[src/rtl/bcd_counter_seg7_if.sv]
// Bus bundle for bcd_counter_seg7: control/load inputs and count/display/strobe outputs.
interface bcd_counter_seg7_if #(
  parameter int unsigned DIGITS = 2
);
  logic                  en;
  logic                  up_dn;
  logic                  load;
  logic [4*DIGITS-1:0]   load_val;
  logic [4*DIGITS-1:0]   bcd_out;
  logic [8*DIGITS-1:0]   seg7led_out;
  logic                  tick_out;
  logic                  wrap_out;

  modport master (
    output en, up_dn, load, load_val,
    input  bcd_out, seg7led_out, tick_out, wrap_out
  );

  modport slave (
    input  en, up_dn, load, load_val,
    output bcd_out, seg7led_out, tick_out, wrap_out
  );
endinterface

[src/rtl/bcd_counter_seg7.sv]
// DIGITS-wide BCD up/down counter with prescaler, parallel load, wrap strobe and 7-seg decode.
// Optional feature macro: LEADING_ZERO_BLANK_EN blanks zero digits above the most significant non-zero digit.
module bcd_counter_seg7 #(
  parameter int unsigned FREQUENCY = 50_000_000,
  parameter int unsigned TICK_HZ   = 1,
  parameter int unsigned DIGITS    = 2
) (
  input  logic               clk,
  input  logic               rst,
  bcd_counter_seg7_if.slave  bus
);

  localparam int unsigned DIV   = FREQUENCY / TICK_HZ;
  localparam int unsigned CNT_W = (DIV > 1) ? $clog2(DIV) : 1;
  localparam int unsigned BCD_W = 4 * DIGITS;
  localparam int unsigned SEG_W = 8 * DIGITS;

  if (DIV < 2) begin : g_div_chk
    $error("bcd_counter_seg7: FREQUENCY/TICK_HZ must be >= 2");
  end
  if (DIGITS < 1 || DIGITS > 8) begin : g_digits_chk
    $error("bcd_counter_seg7: DIGITS must be in 1..8");
  end

  logic [CNT_W-1:0] div_cnt_q, div_cnt_d;
  logic [BCD_W-1:0] count_q, count_d;
  logic             tick_q, tick_d;
  logic             wrap_q, wrap_d;

  logic [BCD_W-1:0] inc_val, dec_val, load_clamped;
  logic             inc_wrap, dec_wrap;
  logic [SEG_W-1:0] seg_c;

  function automatic logic [7:0] seg_decode(input logic [3:0] d);
    case (d)
      4'd0:    seg_decode = 8'hC0;
      4'd1:    seg_decode = 8'hF9;
      4'd2:    seg_decode = 8'hA4;
      4'd3:    seg_decode = 8'hB0;
      4'd4:    seg_decode = 8'h99;
      4'd5:    seg_decode = 8'h92;
      4'd6:    seg_decode = 8'h82;
      4'd7:    seg_decode = 8'hF8;
      4'd8:    seg_decode = 8'h80;
      4'd9:    seg_decode = 8'h90;
      default: seg_decode = 8'hFF;
    endcase
  endfunction

  // Ripple increment/decrement; the final carry/borrow out marks a wrap.
  always_comb begin
    logic carry;
    logic borrow;
    inc_val = count_q;
    dec_val = count_q;
    carry   = 1'b1;
    borrow  = 1'b1;
    for (int i = 0; i < int'(DIGITS); i++) begin
      if (carry) begin
        if (count_q[4*i +: 4] == 4'd9) begin
          inc_val[4*i +: 4] = 4'd0;
        end else begin
          inc_val[4*i +: 4] = count_q[4*i +: 4] + 4'd1;
          carry             = 1'b0;
        end
      end
      if (borrow) begin
        if (count_q[4*i +: 4] == 4'd0) begin
          dec_val[4*i +: 4] = 4'd9;
        end else begin
          dec_val[4*i +: 4] = count_q[4*i +: 4] - 4'd1;
          borrow            = 1'b0;
        end
      end
    end
    inc_wrap = carry;
    dec_wrap = borrow;
  end

  // Non-BCD load digits saturate at 9 so the count register only ever holds BCD.
  always_comb begin
    load_clamped = '0;
    for (int i = 0; i < int'(DIGITS); i++) begin
      load_clamped[4*i +: 4] = (bus.load_val[4*i +: 4] > 4'd9) ? 4'd9 : bus.load_val[4*i +: 4];
    end
  end

  // Next state: load beats enable; count advances on the last prescaler cycle.
  always_comb begin
    div_cnt_d = div_cnt_q;
    count_d   = count_q;
    tick_d    = 1'b0;
    wrap_d    = 1'b0;
    if (bus.load) begin
      count_d   = load_clamped;
      div_cnt_d = '0;
    end else if (bus.en) begin
      if (div_cnt_q == CNT_W'(DIV - 1)) begin
        div_cnt_d = '0;
        count_d   = bus.up_dn ? inc_val : dec_val;
        tick_d    = 1'b1;
        wrap_d    = bus.up_dn ? inc_wrap : dec_wrap;
      end else begin
        div_cnt_d = div_cnt_q + CNT_W'(1);
      end
    end
  end

  always_ff @(posedge clk or posedge rst) begin
    if (rst) begin
      div_cnt_q <= '0;
      count_q   <= '0;
      tick_q    <= 1'b0;
      wrap_q    <= 1'b0;
    end else begin
      div_cnt_q <= div_cnt_d;
      count_q   <= count_d;
      tick_q    <= tick_d;
      wrap_q    <= wrap_d;
    end
  end

  // Per-digit decode, scanned from the top digit so leading zeros can be blanked.
  always_comb begin
`ifdef LEADING_ZERO_BLANK_EN
    logic nz;
    nz = 1'b0;
`endif
    seg_c = '1;
    for (int i = int'(DIGITS) - 1; i >= 0; i--) begin
`ifdef LEADING_ZERO_BLANK_EN
      nz = nz | (count_q[4*i +: 4] != 4'd0);
      if (i != 0 && !nz) begin
        seg_c[8*i +: 8] = 8'hFF;
      end else begin
        seg_c[8*i +: 8] = seg_decode(count_q[4*i +: 4]);
      end
`else
      seg_c[8*i +: 8] = seg_decode(count_q[4*i +: 4]);
`endif
    end
  end

  assign bus.bcd_out     = count_q;
  assign bus.seg7led_out = seg_c;
  assign bus.tick_out    = tick_q;
  assign bus.wrap_out    = wrap_q;

endmodule

[src/flat_wrapper.sv]
// flat-port wrapper written by rule: the top's interface ports become plain ports
module bcd_counter_seg7_flat 
#(
  parameter int unsigned FREQUENCY = 50_000_000,
  parameter int unsigned TICK_HZ   = 1,
  parameter int unsigned DIGITS    = 2
)
  (clk, rst, bus_en, bus_up_dn, bus_load, bus_load_val, bus_bcd_out, bus_seg7led_out, bus_tick_out, bus_wrap_out);
  bcd_counter_seg7_if #(.DIGITS(DIGITS)) bus_i ();
  input  logic clk;
  input  logic rst;
  input wire logic [$bits(bus_i.en)-1:0] bus_en;
  input wire logic [$bits(bus_i.up_dn)-1:0] bus_up_dn;
  input wire logic [$bits(bus_i.load)-1:0] bus_load;
  input wire logic [$bits(bus_i.load_val)-1:0] bus_load_val;
  output wire logic [$bits(bus_i.bcd_out)-1:0] bus_bcd_out;
  output wire logic [$bits(bus_i.seg7led_out)-1:0] bus_seg7led_out;
  output wire logic [$bits(bus_i.tick_out)-1:0] bus_tick_out;
  output wire logic [$bits(bus_i.wrap_out)-1:0] bus_wrap_out;
  assign bus_i.en = bus_en;
  assign bus_i.up_dn = bus_up_dn;
  assign bus_i.load = bus_load;
  assign bus_i.load_val = bus_load_val;
  assign bus_bcd_out = bus_i.bcd_out;
  assign bus_seg7led_out = bus_i.seg7led_out;
  assign bus_tick_out = bus_i.tick_out;
  assign bus_wrap_out = bus_i.wrap_out;
  bcd_counter_seg7 #(.FREQUENCY(FREQUENCY), .TICK_HZ(TICK_HZ), .DIGITS(DIGITS)) u_core (.clk(clk), .rst(rst), .bus(bus_i));
endmodule
[config.mk]
export PLATFORM = sky130hd
export DESIGN_NAME = bcd_counter_seg7_flat
export DESIGN_NICKNAME = d
export VERILOG_FILES = /design/src/rtl/bcd_counter_seg7_if.sv /design/src/rtl/bcd_counter_seg7.sv /design/src/flat_wrapper.sv
export SDC_FILE = /design/constraint.sdc
export NUM_CORES = 1
export LEC_CHECK = 0
export ABC_AREA = 1
export CAP_MARGIN = 15
export CORE_UTILIZATION = 50
export CTS_CLUSTER_SIZE = 12
export DETAILED_ROUTE_END_ITERATION = 7
export PLACE_DENSITY = 0.77
export SLEW_MARGIN = 25
export SYNTH_ARGS = -nofsm -noshare
export SYNTH_HDL_FRONTEND = slang
export SYNTH_SLANG_ARGS = --single-unit
export TNS_END_PERCENT = 50
[constraint.sdc]
create_clock -name clk -period 1.5 [get_ports clk]
set_input_delay 0.3 -clock clk [delete_from_list [all_inputs] [get_ports clk]]
set_output_delay 0.3 -clock clk [all_outputs]
set_load 0.02 [all_outputs]
## After elaboration in Yosys (flattened, before gate mapping)

Memory sizes are Yosys's and may differ from the RTL's.
Index checks and enable logic that the tools add are counted.

| word-level totals | value |
|---|---|
| bits in registers | 36 |
| memory bits (read-only) | 224 |
| input port bits | 13 |
| output and inout bits | 26 |
| memories kept | 2 |

| operators by class | value |
|---|---|
| add/sub/neg operators | 5 |
| order comparisons | 2 |
| eq/ne operators | 4 |
| multiplexer cells | 28 |
| reductions and logical operators | 7 |

Memory list:

| name | words | width | read ports | clocked after memory_dff | write ports | line | source |
|---|---|---|---|---|---|---|---|
| (no name shown) | 16 | 7 | 1 | 0 | 0 | bcd_counter_seg7.sv:35 | `case (d)` |
| (no name shown) | 16 | 7 | 1 | 0 | 0 | bcd_counter_seg7.sv:35 |  |

Operators by type and width:

| operator | number |
|---|---|
| 2-to-1 mux 26 bit | 3 |
| 2-to-1 mux 4 bit | 8 |
| 2-to-1 mux 8 bit | 4 |
| adder 26 x 1 -> 26 bit, second input constant | 1 |
| == test 26 bit, second input constant | 1 |
| 2-to-1 mux 1 bit | 13 |
| adder 4 x 1 -> 4 bit, second input constant | 2 |
| == test 4 bit, second input constant | 2 |
| > comparator 4 bit, second input constant | 2 |
| logical NOT 4 bit | 2 |
| subtractor 4 x 1 -> 4 bit, second input constant | 2 |
| AND reduction 4 bit | 1 |
| nonzero test 2 bit | 2 |
| != test 3 x 1 -> 1 bit, second input constant | 1 |
| nonzero test 3 bit | 1 |
| AND reduction 2 bit | 1 |

## Logic depth before layout (Yosys ltp)

Gate-level depths: netlist (run 1).

| depth | value |
|---|---|
| word-level depth | 7 |
| mapped depth | 10 |
| depth with buffers taken out | 10 |

## Least setup slack after synthesis (run 1)

Ideal clock, no wire load.

| timing | value |
|---|---|
| kind | reg-to-output |
| start | reg u_core.count_q[0] (netlist: u_core.bus.bcd_out[0]) |
| end | out bus_seg7led_out[5] |
| arrival time | 1810 ps |
| setup slack | -610 ps |
| cell stages (with the launch flop) | 4 |
| buffers on the path | 0 |
| path through | dfrtp_1 inv_1 ha_1 o311ai_0 |

| on the way | value |
|---|---|
| cells in the longest elaborated chain, start to end | 1 |

Ends and longest elaborated chain:

| what | line | source |
|---|---|---|
| from (decl) | bcd_counter_seg7.sv:26 | `logic [BCD_W-1:0] count_q, count_d;` |
| from (signal assigned) | bcd_counter_seg7.sv:117 | `count_q <= count_d;` |
| memory read (16 x 7 bit) | n/a |  |
| to (decl) | flat_wrapper.sv:17 | `output wire logic [$bits(bus_i.seg7led_out)-1:0] bus_seg7led_out;` |

Every way passes these cells.

## Worst setup path after layout (run 1)

| timing | value |
|---|---|
| start | reg u_core.count_q[1] (netlist: u_core.bus.bcd_out[1]) |
| end | reg u_core.count_q[0] (netlist: u_core.bus.bcd_out[0]) |

| on the way | value |
|---|---|
| cells in the longest elaborated chain, start to end | 6 |
| elaborated cells between the ends (all ways) | 8 |
| classes of those cells | eq/ne: 1; mux: 6; reduce/logical: 1 |

Ends and longest elaborated chain:

| what | line | source |
|---|---|---|
| == test 4 bit / logical NOT 4 bit (equally long branches) | bcd_counter_seg7.sv:60, bcd_counter_seg7.sv:68 |  |
| 2-to-1 mux 4 bit (on tied branches) | bcd_counter_seg7.sv:60, bcd_counter_seg7.sv:68 |  |
| 2-to-1 mux 8 bit (*) | bcd_counter_seg7.sv:100 | `count_d = bus.up_dn ? inc_val : dec_val;` |
| 2-to-1 mux 8 bit (*) | bcd_counter_seg7.sv:98 | `if (div_cnt_q == CNT_W'(DIV - 1)) begin` |
| 2-to-1 mux 8 bit (*) | bcd_counter_seg7.sv:97 | `end else if (bus.en) begin` |
| 2-to-1 mux 8 bit (*) | bcd_counter_seg7.sv:94 | `if (bus.load) begin` |

Mark *: on every way between the ends. The rest lies on a longest branch, timed or not. The select of a mux whose other input is x is not followed.
A chain may end at the register's enable or synchronous reset.

==> metrics.yaml, run 1 <==
grt:
  grt_pass1_wl_um: 15100
  grt_max_degree: 37
  grt_pass1_vias: 3308
  antenna_found_initial: 0
  track_usage_pct: 35.6
  grt_overflow: 0
detailed_routing:
  avgRoutedWirePerCell_um: 23.8
  drt_wl_total_um: 14800
  firstDrtPassIters: 6
  viasPerCell: 6.59
  route.detailed.drc: 0
  first_iter_violations: 683
  vias: 4083
  final_antenna_net_count: 0
yosys:
  synth_xor_area_share_pct: 2.95
  avgSynthCellArea_um2: 6.62
  synthCells: 403
  yosysUniqueCellTypes: 32
  synthSimpleGateAreaFrac_pct: 40.5
  ys_seq_area_share_pct: 33.8
  synth_area_leader_cell: "dfrtp_1"
  synth.area.mux_share_pct: 0
  synth_top_family_by_area: "simple AND/OR/NAND/NOR gates"
  yosysWarnings: 0
  ys_ff_latch: 36
  ys_top_cells_by_area: "dfrtp_1 34%, nand2_1 16%, nor2_1 8.9%, nand3_1 6.8%, inv_1 6.6%"
  synth_area_um2: 2670
  synth_top_area_share_pct: 33.8
  synth_compound_area_share_pct: 8.82
  synth_fa_ha_area_share_pct: 5.16
critical_path:
  worstPathCellList: "clkinv_4 > ha_4 > buf_4 > nand2_4 > buf_4 > nand2_1 > nand2_1 > a22oi_1 > nand2_1 > o21ai_2"
  worst-path-max-fanout: 4
  path_buf_inv: 3
  crit_family: "flip-flops"
  critPathSlowestCell: "dfrtp_2"
  cp.required_ns: 1.72
  endpoint_kind: "flop"
  r2r_start: "u_core.bus.bcd_out[1]"
  crit_type: "flop to flop"
  rrSetupSlack_ns: -0.40
  critical_path.max_stage_delay_ns: 0.47
  cp.arrival_ns: 2.12
  startpoint_type: "flop"
  reg2reg_depth: 10
  setup.worst_path.start: "u_core.bus.bcd_out[1]"
  cpMostUsedCell: "nand2_1"
  r2r_end: "u_core.bus.bcd_out[0]"
timing:
  max_freq_ghz: 0.527
  hold_viol_final: 0
  layout_setup_ws_ns: -0.397
  drv_slew: 0
  fin_skew_ns: 0.0115
  setup_viol: 49
  finalCritPeriodShare_pct: 126
  rsz0062_at_grt: "true"
  finalCriticalPeriod_ns: 1.90
floorplan:
  coreArea_um2: 5110
  fp-row-count: 26
  dieArea_um2: 5630
  die_x_um: 75.0
  start_util_pct: 52.2
  ios: 39
  die_y_um: 75.0
clocking:
  clockRootBuffer: "clkbuf_8"
  cts_sinks: 36
  htree_levels: 2
  cts_made_buffers: 5
  cts_tree: "done"
  clockBufferDepth: 2
  path_clk_slew_ns: 0.09
  ctsHoldBuffers: 0
  clock_latency_ns: 0.31
finish:
  layout_common_cells: "88 x buf_4, 83 x nand2_1, 44 x nor2_1"
  fill_cells: 139
  drive_gt1_share_pct: 51.1
  nNetsFinal: 573
  final_common_cell: "buf_4"
  final_area_um2: 4850
  synthToLayoutAreaGrowth_pct: 81.7
  post-route-util_pct: 94.9
  diodes: 0
placement:
  gp_congestion: 0.965
  io_buffers: 36
  post_dp_cell_area_um2: 3780
  detailed_place_hpwl_um: 5830
status:
  status: "finished, violations left"
  violations: "negative setup slack"
pwr:
  ir_worst_vdd_v: 0.00149
  power.leakage_nw: 2.28
  power_density_nw_per_um2: 1220
min_path:
  hp-class: "input port to async pin"
run:
  cap_violations: 0
## per-stage QoR
| stage | cells | setup TNS (ns) | hold WS (ns) | power, mW | setup slack (ns) |
|---|---|---|---|---|---|
| 5_1_grt | 620 | -11.87 | 0.367 | 6.04 | -0.511 |
| 2_1_floorplan | 404 | -0.315 | 0.458 | 2.42 | -0.0602 |
| 3_3_place_gp | 585 | -12.65 | 0.557 | 3.59 | -0.430 |
| 4_1_cts | 601 | -2.88 | 0.352 | 4.92 | -0.250 |
| 3_5_place_dp | 585 | -13.55 | 0.576 | 3.62 | -0.481 |
| 6_report | 620 | -8.97 | 0.345 | 5.89 | -0.397 |
## per-layer routing
| metal | routed length, um | track usage (%) | up-vias | part of all wire, % |
|---|---|---|---|---|
| li1 | - | - | 1583 | - |
| met1 | 4780 | 39.6 | 1838 | 32 |
| met2 | 6540 | 64.1 | 476 | 44 |
| met3 | 1880 | 7.23 | 186 | 13 |
| met4 | 1550 | 18.7 | 0 | 10 |
| met5 | 0 | 0 | - | 0 |
## report_power, final
part	internal (mW)	switching, mW	leakage [nW]	total (mW)
Clock	0.495	0.414	0.0552	0.909
Combinational	1.71	2.04	1.74	3.75
Sequential	1.06	0.176	0.479	1.24
## state kept, by name, summed over array words and instances (netlist names)
| name | count |
|---|---|
| u_core.bus.tick_out | 1 |
| u_core.bus.wrap_out | 1 |
| u_core.div_cnt_q | 26 |
| u_core.bus.bcd_out | 8 |
## cell type report
class	instances	area, um^2	area share, %
flip-flops and latches	36	911	18.8
inverters	48	204	4.21
clock inverters	2	35.0	0.723
repair buffers	143	1270	26.2
multi-input cells	315	2270	46.7
well taps	70	87.6	1.81
clock buffers	6	72.6	1.50
## kinds of logic (layout without fill, tap and decap cells)
| family | Yosys count | in the layout |
|---|---|---|
| other cells | 1 | 2 |
| compound gates | 41 | 41 |
| flops | 36 | 36 |
| fa+ha+maj | 11 | 11 |
| simple gates | 250 | 252 |
| buf+inv | 55 | 199 |
| xor+xnor | 9 | 9 |
## worst reg2reg max path: cells and delay by family, from the launching register on
| kind | cells | cell delay, ns |
|---|---|---|
| AOI/OAI and AO/OA | 2 | 0.36 |
| DFF | 1 | 0.47 |
| buffers and inverters | 3 | 0.38 |
| adders and majority gates | 1 | 0.19 |
| and+or+nand+nor | 4 | 0.41 |
## what timing repair did
item,4_1_cts,5_1_grt
pin swaps,14,51
resized for setup,168,139
setup endpoints to repair,57,57
cloned,0,3
buffers inserted,8,17
## how the worst max path moves through the flow
stage                     cells past startpoint               endpoint  slack [ns]
final                                        10  u_core.bus.bcd_out[0]       -0.40
after global routing                          8   u_core.div_cnt_q[22]       -0.51
after CTS                                     6    bus_seg7led_out[12]       -0.25
after detailed placement                      6     bus_seg7led_out[3]       -0.48
after global placement                        6    bus_seg7led_out[11]       -0.43
after floorplan                               9  u_core.bus.bcd_out[7]       -0.06
## synthesized netlist by cell type (all sizes together)
cell type	n
a21oi	10
a22oi	2
and2	1
buf	6
clkbuf	1
conb	1
dfrtp	36
ha	11
inv	48
nand2	121
nand3	38
nand3b	2
nand4	4
nor2	71
nor3	12
o211ai	4
o21ai	21
o221ai	1
o311ai	2
o41ai	1
or2	1
xnor2	2
xor2	7
Note: power is estimated with default switching activity, not from simulation.
==> run 2, diff against run 1 <==
--- a/config.mk
+++ b/config.mk
@@ -8,6 +8,7 @@
 export ABC_AREA = 1
 export CAP_MARGIN = 15
 export CORE_UTILIZATION = 50
+export CTS_BUF_LIST = sky130_fd_sc_hd__clkbuf_16
 export CTS_CLUSTER_SIZE = 12
 export DETAILED_ROUTE_END_ITERATION = 7
 export PLACE_DENSITY = 0.77
==> run 2 against run 1 <==
Net effect:
- the flow still finishes with violations (negative setup slack)
- sequential power about the same
- power up 1.7%
- cell count up 0.32%
- count of clock-buffer cells in the layout is 1 lower
- die area did not move
- fmax is 1.9% higher
- wire length decreased by 5.5%
- setup slack gained 0.035 ns
- first-iteration DRC count shrank 8.1%
- largest power group unchanged
==> metrics.yaml, run 2 (same netlist as run 1, synthesis figures left out) <==
finish:
  fill_cells: 160  # +15%
  synthToLayoutAreaGrowth_pct: 78.8
  final_common_cell: "buf_4"
  diodes: 0  # unchanged
  drive_gt1_share_pct: 48.7  # -2.4 points
  nNetsFinal: 575  # +0.35%
  multi_input_area_um2: 2190  # -3.4%
  layout_common_cells: "99 x buf_4, 85 x nand2_1, 46 x nor2_1"
  largest_register: "u_core.div_cnt_q"
  seq_area_um2: 910  # -0.14%
  stdcell_count: 622  # +0.32%
  largest_register_ffs: 26  # unchanged
floorplan:
  die_x_um: 75.0  # unchanged
  start_util_pct: 52.2  # unchanged
  die_y_um: 75.0  # unchanged
  ios: 39  # unchanged
  fp-row-count: 26  # unchanged
  dieArea_um2: 5630  # unchanged
  coreArea_um2: 5110  # unchanged
pwr:
  power_mw: 5.99  # +1.7%
  ir_worst_vdd_v: 0.00150  # +1.2%
  p_seq_share_pct: 20.4  # -0.6 points
  p_int_mw: 3.48  # +6.6%
  switchingPower_mw: 2.51  # -4.4%
  power_density_nw_per_um2: 1260  # +3.3%
  swShare_pct: 41.9  # -2.7 points
  power.leakage_nw: 2.23  # -2.2%
  pwr-share-clk_pct: 20.3  # +4.9 points
  pwr-share-comb_pct: 59.2  # -4.4 points
timing:
  max_freq_ghz: 0.537  # +1.9%
  drv_slew: 0  # unchanged
  finalCritPeriodShare_pct: 124  # -2.3 points
  holdWs_ns: 0.391  # +0.0457 ns
  layout_setup_ws_ns: -0.362  # +0.0351 ns
  hold_viol_final: 0  # unchanged
  fin_skew_ns: 0.0116  # +0.000106 ns
  rsz0062_at_grt: "true"
  setup_viol: 51  # +4.1%
  finalCriticalPeriod_ns: 1.86  # -0.0351 ns
run:
  cap_violations: 0  # unchanged
grt:
  grt_pass1_wl_um: 14600  # -3.4%
  grt_pass1_vias: 3166  # -4.3%
  grt_max_degree: 37  # unchanged
  antenna_found_initial: 1  # +1
  grt_overflow: 0  # unchanged
  track_usage_pct: 34.6  # -1.1 points
clocking:
  clockRootBuffer: "clkbuf_16"
  cts_sinks: 36  # unchanged
  htree_levels: 2  # unchanged
  cts_tree: "done"
  ctsHoldBuffers: 0  # unchanged
  clockBufferDepth: 2  # unchanged
  cts_made_buffers: 5  # unchanged
  path_clk_slew_ns: 0.06  # -0.03 ns
  clock_latency_ns: 0.29  # -0.02 ns
critical_path:
  endpoint_kind: "flop"
  rrSetupSlack_ns: -0.36  # +0.04 ns
  worstPathCellList: "inv_4 > ha_4 > buf_4 > nand2_1 > nand2_1 > nand2_1 > a22oi_1 > nand3_2 > nand2_2"
  r2r_end: "u_core.bus.bcd_out[4]"
  cp.required_ns: 1.73  # about the same
  cp.arrival_ns: 2.09  # -0.03 ns
  setup.worst_path.start: "u_core.bus.bcd_out[5]"
  crit_type: "flop to flop"
  r2r_start: "u_core.bus.bcd_out[5]"
  startpoint_type: "flop"
  critical_path.max_stage_delay_ns: 0.47  # about the same
  critPathSlowestCell: "dfrtp_2"
  cpMostUsedCell: "nand2_1"
  reg2reg_depth: 9  # -1
  worst-path-max-fanout: 4  # unchanged
placement:
  dpl.cell_count: 585  # unchanged
  detailed_place_hpwl_um: 5830  # unchanged
  io_buffers: 36  # unchanged
  gp_congestion: 0.965  # unchanged
status:
  violations: "negative setup slack"
  status: "finished, violations left"
min_path:
  hp-class: "input port to async pin"
detailed_routing:
  viasPerCell: 6.49  # -1.4%
  firstDrtPassIters: 6  # unchanged
  first_iter_violations: 628  # -8.1%
  vias: 4037  # -1.1%
  final_antenna_net_count: 0  # unchanged
  avgRoutedWirePerCell_um: 22.4  # -5.8%
  drt_wl_total_um: 13900  # -5.5%
  route.detailed.drc: 0  # unchanged
run 2: metal layers:
layer,vias up,wire (um),GRT usage (%)
met2,447,6440,65.2
met5,-,0,0
met1,1833,4640,38.9
met4,0,1230,14.5
met3,162,1630,4.55
li1,1595,-,-
run 2: critical path: cells and delay by family, from the launching register on:
| family | cells | cell delay [ns] |
|---|---|---|
| simple gates | 5 | 0.66 |
| compound gates | 1 | 0.25 |
| buf+inv | 2 | 0.23 |
| flops | 1 | 0.47 |
| fa+ha+maj | 1 | 0.18 |
run 2: through the flow:
step	setup TNS (ns)	utilization (%)	setup WS (ns)	cell area, um^2
floorplan	-0.315	-	-0.0602	2760
CTS	-2.69	82.8	-0.239	4230
detailed placement	-13.55	74.0	-0.481	3780
global route	-12.33	93.4	-0.437	4770
finish	-9.24	93.4	-0.362	4770
global placement	-12.65	74.0	-0.430	3780
run 2: final cells by class:
cell class | count | share of cell area [%]
multi-input cells | 316 | 45.9
inverters | 48 | 4.07
well taps | 70 | 1.84
clock buffers | 5 | 2.62
repair buffers | 144 | 25.7
flip-flops and latches | 36 | 19.1
clock inverters | 3 | 0.813
run 2: how the worst max path moves through the flow:
stage | to | slack [ns]
after floorplan | u_core.bus.bcd_out[7] | -0.06
after global placement | bus_seg7led_out[11] | -0.43
after detailed placement | bus_seg7led_out[3] | -0.48
after CTS | bus_seg7led_out[11] | -0.24
after global routing | u_core.div_cnt_q[4] | -0.44
final | u_core.bus.bcd_out[4] | -0.36
run 2: power groups by stage:
stage	Combinational [mW]	Clock, mW	Sequential, mW
floorplan	1.17	0	1.25
global placement	2.41	0	1.18
detailed placement	2.44	0	1.18
CTS	2.79	1.20	1.18
global route	3.67	1.25	1.22
finish	3.55	1.22	1.22
run 2: repair_timing:
item,4_1_cts,5_1_grt
resized for setup,159,104
setup buffers,7,20
cloned,0,3
endpoints found under the setup margin,57,51
pin swaps,10,46
==> run 3, diff against run 2 <==
--- a/config.mk
+++ b/config.mk
@@ -5,13 +5,12 @@
 export SDC_FILE = /design/constraint.sdc
 export NUM_CORES = 1
 export LEC_CHECK = 0
-export ABC_AREA = 1
 export CAP_MARGIN = 15
-export CORE_UTILIZATION = 50
+export CORE_UTILIZATION = 49
 export CTS_BUF_LIST = sky130_fd_sc_hd__clkbuf_16
 export CTS_CLUSTER_SIZE = 12
 export DETAILED_ROUTE_END_ITERATION = 7
-export PLACE_DENSITY = 0.77
+export PLACE_DENSITY = 0.76
 export SLEW_MARGIN = 25
 export SYNTH_ARGS = -nofsm -noshare
 export SYNTH_HDL_FRONTEND = slang
==> run 3 against run 2 <==
Net effect:
- the flow finishes with violations (design-rule violations, negative setup slack)
- critical path depth shrank 3
- sequential power shrank 9.8%
- non-clock buffer count grew 16
- critical path type unchanged
- critical endpoint is now u_core.div_cnt_q[22]
- largest power group unchanged
==> metrics.yaml, run 3 <==
min_path:
  hp-class: "input port to async pin"
yosys:
  ys_ff_latch: 36  # unchanged
  ys_seq_area_share_pct: 35.1  # +1.4 points
  yosys-top-cells-count: "50 x nor2_1, 36 x dfrtp_1, 31 x nand2_1, 19 x xor2_1, 15 x o21ai_0"
  yosysMostFrequentCell: "nor2_1"
  synth_area_um2: 2560  # -3.9%
  ys_top_cells_by_area: "dfrtp_1 35%, nor2_1 7.3%, xor2_1 6.5%, ha_1 5.4%, nand2_1 4.5%"
  synth_ff_type: "dfrtp_1"
  postSynth.asyncResetShare_pct: 100  # unchanged
  synth_top_area_share_pct: 35.1  # +1.4 points
  synth_area_leader_cell: "dfrtp_1"
  synthCells: 306  # -24%
  yosysUniqueCellTypes: 58  # +81%
  synth_edf_count: 0  # unchanged
  yosysWarnings: 0  # unchanged
  avgSynthCellArea_um2: 8.38  # +27%
pwr:
  power.leakage_nw: 2.02  # -9.5%
  power_density_nw_per_um2: 1020  # -19%
  ir_worst_vdd_v: 0.000912  # -39%
  power_mw: 4.62  # -23%
finish:
  largest_register_ffs: 26  # unchanged
  synthToLayoutAreaGrowth_pct: 76.1
  fill_cells: 162  # +1.3%
  drive_gt1_share_pct: 51.6  # +2.9 points
  largest_register: "u_core.div_cnt_q"
  layout_common_cells: "110 x buf_4, 42 x nor2_1, 30 x dfrtp_1"
  nNetsFinal: 484  # -16%
  diodes: 0  # unchanged
  stdcell_count: 528  # -15%
  final_common_cell: "buf_4"
detailed_routing:
  viasPerCell: 7.37  # +14%
  drt_wl_total_um: 15900  # +14%
  firstDrtPassIters: 8  # +2
  route.detailed.drc: 117  # +117
  vias: 3891  # -3.6%
  avgRoutedWirePerCell_um: 30.1  # +34%
  final_antenna_net_count: 0  # unchanged
  first_iter_violations: 1087  # +73%
floorplan:
  coreArea_um2: 4880  # -4.5%
  ios: 39  # unchanged
  die_y_um: 74.3  # -0.95%
  fp-row-count: 25  # -3.8%
  dieArea_um2: 5520  # -1.9%
  start_util_pct: 52.5  # +0.31 points
  die_x_um: 74.3  # -0.95%
timing:
  finalCritPeriodShare_pct: 150  # +26 points
  max_freq_ghz: 0.444  # -17%
  drv_slew: 0  # unchanged
  layout_setup_ws_ns: -0.750  # -0.388 ns
  hold_viol_final: 0  # unchanged
  rsz0062_at_grt: "true"
  max-slew-margin-rel_pct: 62.3
  fin_skew_ns: 0.0101  # -0.00153 ns
  setup_viol: 49  # -3.9%
  tightest_slew_ns: 0.564
  finalCriticalPeriod_ns: 2.25  # +0.388 ns
grt:
  grt_pass1_wl_um: 18700  # +29%
  grt_overflow: 0  # unchanged
  track_usage_pct: 47.3  # +13 points
  antenna_found_initial: 2  # +1
  grt_pass1_vias: 3449  # +8.9%
  grt_max_degree: 37  # unchanged
critical_path:
  crit_type: "flop to flop"
  startpoint_type: "flop"
  worst-path-max-fanout: 4  # unchanged
  reg2reg_depth: 6  # -3
  cp.required_ns: 1.65  # -0.08 ns
  endpoint_kind: "flop"
  cp.arrival_ns: 2.40  # +0.31 ns
clocking:
  clock_latency_ns: 0.29  # about the same
  htree_levels: 2  # unchanged
  clockRootBuffer: "clkbuf_16"
  clockBufferDepth: 2  # unchanged
  cts_made_buffers: 5  # unchanged
  path_clk_slew_ns: 0.07  # about the same
  ctsHoldBuffers: 0  # unchanged
  cts_sinks: 36  # unchanged
  cts_tree: "done"
placement:
  io_buffers: 36  # unchanged
  dpl.cell_count: 495  # -15%
  gp_congestion: 0.910  # -5.7%
  detailed_place_hpwl_um: 5820  # -0.17%
status:
  violations: "design-rule violations, negative setup slack"
  status: "finished, violations left"
run:
  cap_violations: 0  # unchanged
-- run 3: cell count changes after synthesis, sizes merged, moves of 8 or more --
cell	change
nand4	+8
nand2	-89
xor2	+12
nor2	-21
inv	-34
nand3	-31
-- run 3: worst paths after layout --
check                                      startpoint                     to  slack, ns
worst min register to register  u_core.bus.bcd_out[5]  u_core.bus.bcd_out[5]       0.63
worst min-delay path                              rst   u_core.div_cnt_q[25]       0.39
worst max register to register    u_core.div_cnt_q[8]   u_core.div_cnt_q[22]      -0.75
worst max-delay path              u_core.div_cnt_q[8]   u_core.div_cnt_q[22]      -0.75
min in group clk                u_core.bus.bcd_out[5]  u_core.bus.bcd_out[5]       0.63
max in group asynchronous                         rst  u_core.bus.bcd_out[4]       0.88
-- run 3: cell families after synthesis --
group | after synthesis | synth area share [%]
other | 1 | 0.146
AO/OA/AOI/OAI | 60 | 16.1
adder cells (fa/ha/maj) | 11 | 5.37
multiplexers | 6 | 2.44
XOR/XNOR | 25 | 8.54
AND/OR/NAND/NOR | 138 | 27.5
buffers and inverters | 29 | 4.78
flip-flops | 36 | 35.1
-- run 3: critical path: stages (launching register included) --
cell and delay (ns):
dfrtp_1 0.41, nor3_1 0.44, nand2_2 0.23, buf_6 0.18, or3_4 0.44, a21boi_4 0.27, o32ai_2 0.14
-- run 3: per-stage QoR --
stage / utilization (%) / TNS, ns / cell area, um^2 / setup slack (ns) / hold WS, ns
2_1_floorplan: - / -3.21 / 2690 / -0.202 / 0.419
3_3_place_gp: 78.2 / -14.86 / 3810 / -0.476 / 0.519
3_5_place_dp: 78.2 / -16.53 / 3810 / -0.523 / 0.543
4_1_cts: 88.5 / -9.93 / 4320 / -0.326 / 0.378
5_1_grt: 92.5 / -25.74 / 4520 / -0.847 / 0.423
6_report: 92.5 / -24.51 / 4520 / -0.750 / 0.394
-- run 3: area by class of cell --
type | instances | area, um^2 | area share, %
clock buffers | 5 | 125 | 2.77
clock inverters | 3 | 18.8 | 0.416
inverters | 15 | 76.3 | 1.69
multi-input cells | 242 | 1940 | 42.9
flip-flops and latches | 36 | 908 | 20.1
well taps | 67 | 83.8 | 1.86
repair buffers | 160 | 1360 | 30.2
-- run 3: power by group --
| group | switching (mW) | internal, mW |
|---|---|---|
| combinational | 1.37 | 1.07 |
| sequential | 0.0819 | 1.02 |
| clock | 0.457 | 0.614 |
| total | 1.91 | 2.71 |
-- run 3: what timing repair did --
item	in CTS	in global routing
gates cloned	1	1
pin swaps	26	22
resized for setup	149	40
setup buffers	17	8
endpoints found under the setup margin	55	55
-- run 3: per-layer routing --
layer	track usage [%]	vias up	share of wire, %
met5	0	-	0.50
met4	33.8	4	12
met3	16.0	257	17
met2	71.8	512	39
met1	56.1	1728	31
li1	-	1390	-
